[config.mk]
export PLATFORM = sky130hd
export DESIGN_NAME = ctrl_ramdrv_tap_reader
export DESIGN_NICKNAME = d
export VERILOG_FILES = /design/src/rtl/ctrl_ramdrv_tap_reader.sv
export SDC_FILE = /design/constraint.sdc
export NUM_CORES = 1
export LEC_CHECK = 0
export ABC_AREA = 1
export CAP_MARGIN = 15
export CORE_MARGIN = 3
export CORE_UTILIZATION = 45
export DETAILED_ROUTE_END_ITERATION = 8
export PLACE_DENSITY = 0.81
export SLEW_MARGIN = 20
export SYNTH_ARGS = -nofsm -noshare
export SYNTH_HDL_FRONTEND = slang
export SYNTH_SLANG_ARGS = --single-unit
[constraint.sdc]
create_clock -name clk -period 2.8 [get_ports clk]
set_input_delay 0.56 -clock clk [delete_from_list [all_inputs] [get_ports clk]]
set_output_delay 0.56 -clock clk [all_outputs]
set_load 0.02 [all_outputs]
[src/rtl/ctrl_ramdrv_tap_reader.sv]
// ctrl_ramdrv_tap_reader
//   Read-side companion of the per-channel header table. On start it fetches
//   the channel's head offset, then streams ring-buffer read addresses
//   newest-to-oldest (wrapping 0 -> len_reg) for one FIR convolution pass,
//   handshaking with the sample RAM read port via rd_valid/rd_ready.
//
//   Optional feature macro: TAP_READER_COEF_ADDR_EN
//     When defined, adds output coef_addr = tap number (0 = newest sample)
//     during STREAM, 0 otherwise.
module ctrl_ramdrv_tap_reader #(
    parameter int OFFSET_WIDTH = 10,
    parameter int INDEX_WIDTH  = 4
) (
    input  logic                                clk,
    input  logic                                clr,
    input  logic                                init,
    input  logic [OFFSET_WIDTH-1:0]             length,
    input  logic                                start,
    input  logic [INDEX_WIDTH-1:0]              index,
    output logic                                head_read,
    output logic [INDEX_WIDTH-1:0]              head_index,
    input  logic [OFFSET_WIDTH-1:0]             head_offset,
    output logic                                rd_valid,
    input  logic                                rd_ready,
    output logic [INDEX_WIDTH+OFFSET_WIDTH-1:0] rd_addr,
    output logic                                rd_last,
    output logic                                busy,
`ifdef TAP_READER_COEF_ADDR_EN
    output logic [OFFSET_WIDTH-1:0]             coef_addr,
`endif
    output logic                                done
);

    typedef enum logic [1:0] {
        S_IDLE   = 2'd0,
        S_FETCH  = 2'd1,
        S_STREAM = 2'd2,
        S_DONE   = 2'd3
    } state_t;

    state_t                  state_reg;
    logic [OFFSET_WIDTH-1:0] len_reg;
    logic [INDEX_WIDTH-1:0]  idx_reg;
    logic [OFFSET_WIDTH-1:0] ptr_reg;
    logic [OFFSET_WIDTH-1:0] cnt_reg;
    logic                    head_read_reg;
    logic                    rd_valid_reg;
    logic                    rd_last_reg;
    logic                    busy_reg;
    logic                    done_reg;

    logic                    accept;
    logic [OFFSET_WIDTH-1:0] cnt_next;
    logic [OFFSET_WIDTH-1:0] ptr_next;

    // Beat handshake and the next tap position (newest-to-oldest with wrap)
    always_comb begin
        accept   = rd_valid_reg & rd_ready;
        cnt_next = cnt_reg + OFFSET_WIDTH'(1);
        ptr_next = (ptr_reg == '0) ? len_reg : ptr_reg - OFFSET_WIDTH'(1);
    end

    // Controller FSM with registered handshake/status outputs
    always_ff @(posedge clk) begin
        if (clr) begin
            state_reg     <= S_IDLE;
            len_reg       <= '0;
            idx_reg       <= '0;
            ptr_reg       <= '0;
            cnt_reg       <= '0;
            head_read_reg <= 1'b0;
            rd_valid_reg  <= 1'b0;
            rd_last_reg   <= 1'b0;
            busy_reg      <= 1'b0;
            done_reg      <= 1'b0;
        end else begin
            case (state_reg)
                S_IDLE: begin
                    // init wins over a coincident start; that start is dropped
                    if (init) begin
                        len_reg <= length;
                    end else if (start) begin
                        idx_reg       <= index;
                        head_read_reg <= 1'b1;
                        busy_reg      <= 1'b1;
                        state_reg     <= S_FETCH;
                    end
                end
                S_FETCH: begin
                    // Head offset is taken as-is, even if beyond len_reg;
                    // cnt alone bounds the pass length.
                    ptr_reg       <= head_offset;
                    cnt_reg       <= '0;
                    head_read_reg <= 1'b0;
                    rd_valid_reg  <= 1'b1;
                    rd_last_reg   <= (len_reg == '0);
                    state_reg     <= S_STREAM;
                end
                S_STREAM: begin
                    if (accept) begin
                        if (rd_last_reg) begin
                            rd_valid_reg <= 1'b0;
                            rd_last_reg  <= 1'b0;
                            done_reg     <= 1'b1;
                            state_reg    <= S_DONE;
                        end else begin
                            ptr_reg     <= ptr_next;
                            cnt_reg     <= cnt_next;
                            rd_last_reg <= (cnt_next == len_reg);
                        end
                    end
                end
                S_DONE: begin
                    done_reg  <= 1'b0;
                    busy_reg  <= 1'b0;
                    state_reg <= S_IDLE;
                end
                default: begin
                    state_reg <= S_IDLE;
                end
            endcase
        end
    end

    assign head_read  = head_read_reg;
    assign head_index = idx_reg;
    assign rd_valid   = rd_valid_reg;
    assign rd_addr    = {idx_reg, ptr_reg};
    assign rd_last    = rd_last_reg;
    assign busy       = busy_reg;
    assign done       = done_reg;

`ifdef TAP_READER_COEF_ADDR_EN
    // Tap number tracks cnt while streaming, parked at 0 elsewhere
    assign coef_addr = rd_valid_reg ? cnt_reg : '0;
`endif

endmodule
==> metrics.txt <==
status=finished clean; average wire length per cell after detail routing=13.75 µm; width of the die=slightly below 80 µm; setup repair bufs after CTS=0; Initial DRT Pass Iterations=5; total negative setup slack=0 ns; count of max-cap constraint violations=0; Worst Hold Class=flop to flop; capturing element type of the critical path=flop; count of placed standard cells in the final layout, fillers left out=between 400 and 500; cell types occupying the most area after synthesis=dfxtp_1, a21oi_1, nand2_1; Total GRT Usage=approximately a fifth; Critical Path Source Type=flop; layout cell share with drive strength beyond 1=slightly below 5%; average footprint of a synthesized cell=6.933 µm²; number of global-route vias before repair=2,292; crit-path most repeated cell=a21oi_4; proportion of synthesized chip area in sequential cells=about a third; minimum setup slack after placement=slightly below 0.5 ns; count of endpoints failing setup in the final report=0; aggregate global routing overflow=0; met3 track utilization from global routing=under 10%; area of the placeable core=4880 µm²; Tmin final=roughly 2.4 ns; cell accounting for the most synthesized area=dfxtp_1; Placement Rows=25; CP max stage cell=ha_1; total count of hold-check failures in the final report=0; Worst Path Buf+Inv=3; CTS clock-pin slew for the worst setup and hold paths=about 0.08 ns; final HPWL from detailed placement=around 4.7 mm; detail-routed via count per cell=5.300; Fin Clk Skew=around 0.0033 ns; f_max=between 400 and 500 MHz; normalized max-slew margin=a little over half; Worst-Skew Late Latency=between 0.2 and 0.3 ns; die outline height=approximately 78 µm; buffer depth of the longest clock path=2; Slew Viols, Final=0; CP Max Fanout=19; clock tree from TritonCTS=yes; number of DRC violations after detailed routing=0; cells after synthesis=340; Min Hold Slack=approximately 0.46 ns; number of antenna diodes=0; async set or reset register ratio after synthesis=0%; Final WS setup=between 0.4 and 0.5 ns; synthesized cell area=2357 µm²; Syn. warnings=0; area of the die=between 6000 and 7000 µm²; CTS H-tree lvls=2; I/O pins=52; via count=2,417; total placed cells including tap cells=448; Final period util=a little under nine tenths; maximum single-stage delay on the critical path=0.47 ns; global-route wire length before repair=about 10 mm; fraction of synthesized cell area taken by the top area cell type=between 30% and 40%; leakage power of the design=between 1 and 1.5 nW; worst-case vdd ir drop=roughly 550 µV; cts-stage hold buffer count=0; root buffer cell=clkbuf_8; CTS Buf Count=5; unrepaired setup endpoints after global routing=false; endpoint required time on the critical path=around 3.0 ns; layout overhead on the synthesized area=26.11%; crit path cell chain=inv_1 > ha_1 > inv_4 > a21oi_4 > nor3_4 > a21oi_4 > inv_2 > o21ai_0 > a21oi_1; top_reg_cell synth=dfxtp_1; transition time at the pin with the least slew margin=between 0.6 and 0.7 ns; Arrival @ worst endpoint=~2.6 ns; count of antenna-violating nets left after detailed routing=0; Final Routed Wirelength=6.271 mm; utilization of the core after routing=60.92%; GRT met1 Usage=24.98%; Global Route met2 Usage=about a third; Setup CP Type=flop to flop; power per standard cell area=942.8 nW/µm²; cell family with most CP delay=compound AO/OA/AOI/OAI gates; Mapped Nets=376; most used routing layer=met2; # nets final=424; initial antenna violation count=0; distinct cell type count after synthesis=34; global placement routability congestion=about 0.85; number of synthesized flops with an enable pin=0; PortBufs=between 50 and 60; # resized after CTS=0; largest net degree at the start of global routing=28; detailed router's first-iteration violation count=between 150 and 200; synthesis-stage register bit count=approximately 40; Sink Count=between 40 and 50; starting utilization of the core area=around 48%
[cells in the mapped netlist (3+ instances only)]
cell / instances
ha_1: 7
a21oi_1: 50
buf_4: 6
dfxtp_1: 41
nor2_1: 18
clkbuf_1: 3
o21ai_0: 34
nor2_2: 3
inv_1: 47
nand3_1: 25
a221oi_1: 3
nand2_1: 66
nand4_1: 3
o211ai_1: 5
xnor2_1: 4
[metal layers]
layer | routed length, µm | vias to the layer above
li1 | - | 1230
met1 | 2722 | 1080
met2 | 3005 | 89
met3 | 397 | 18
met4 | 146 | 0
met5 | 0 | -
[layout make-up]
class | instances | area, µm²
Tap cell | 67 | 83.83
Clock buffer | 8 | 80.08
Timing Repair Buffer | 54 | 533.0
Multi-Input combinational cell | 237 | 1269
Sequential cell | 41 | 820.8
Fill cell | 492 | 1907
Inverter | 49 | 186.4
[layout by cell type, fill, tap and decap left out]
cell | synthesis | layout
nand2_1 | 66 | 66
clkdlybuf4s50_1 | 0 | 51
a21oi_1 | 50 | 50
inv_1 | 47 | 47
dfxtp_1 | 41 | 41
o21ai_0 | 34 | 34
nand3_1 | 25 | 25
nor2_1 | 18 | 18
ha_1 | 7 | 7
o211ai_1 | 5 | 5
clkbuf_8 | 0 | 5
xnor2_1 | 4 | 4
nor2_2 | 3 | 3
nand4_1 | 3 | 3
a221oi_1 | 3 | 3
clkbuf_1 | 3 | 3
buf_4 | 6 | 3
a21oi_4 | 2 | 2
nor3_1 | 2 | 2
a31oi_1 | 2 | 2
xor2_1 | 2 | 2
nor4_1 | 2 | 2
inv_4 | 1 | 1
nor3b_1 | 1 | 1
o221a_2 | 1 | 1
or2_0 | 1 | 1
nand2_2 | 1 | 1
nor3_4 | 1 | 1
inv_2 | 1 | 1
o221ai_1 | 1 | 1
o21bai_1 | 1 | 1
xnor3_1 | 1 | 1
a211oi_2 | 1 | 1
[worst paths after layout]
| check | cells past startpoint | to | start | slack (ns) |
|---|---|---|---|---|
| worst min-delay path | 2 | head_index[1] | head_index[1] | 0.46 |
| worst min register to register | 2 | head_index[1] | head_index[1] | 0.46 |
| worst max register to register | 9 | ptr_reg[7] | state_reg[0] | 0.40 |
| worst max-delay path | 9 | ptr_reg[7] | state_reg[0] | 0.40 |
[worst min-delay path: cells and delay by family (launching register included)]
kind / cells / cell delay [ns]
flip-flops: 1 / 0.32
buffers and inverters: 1 / 0.05
AO/OA/AOI/OAI: 1 / 0.05
[power by group]
group / switching [mW] / total (mW) / internal, mW / leakage, nW
clock: 0.198 / 0.375 / 0.177 / 0.0395
sequential: 0.145 / 0.872 / 0.727 / 0.336
combinational: 0.964 / 1.56 / 0.592 / 0.799
[cell families after synthesis]
logic type | synth area share [%]
simple gates | 22.77
flops | 34.82
compound gates | 24.15
fa+ha+maj | 3.715
xor+xnor | 3.185
buf+inv | 11.36
[metrics by stage]
stage | instance area [µm²] | power, mW
CTS | 2973 | 2.792
floorplan | 2357 | 1.953
detailed placement | 2893 | 2.408
finish | 2973 | 2.803
global route | 2973 | 2.997
global placement | 2893 | 2.367
Note: power is estimated with default switching activity, not from simulation.
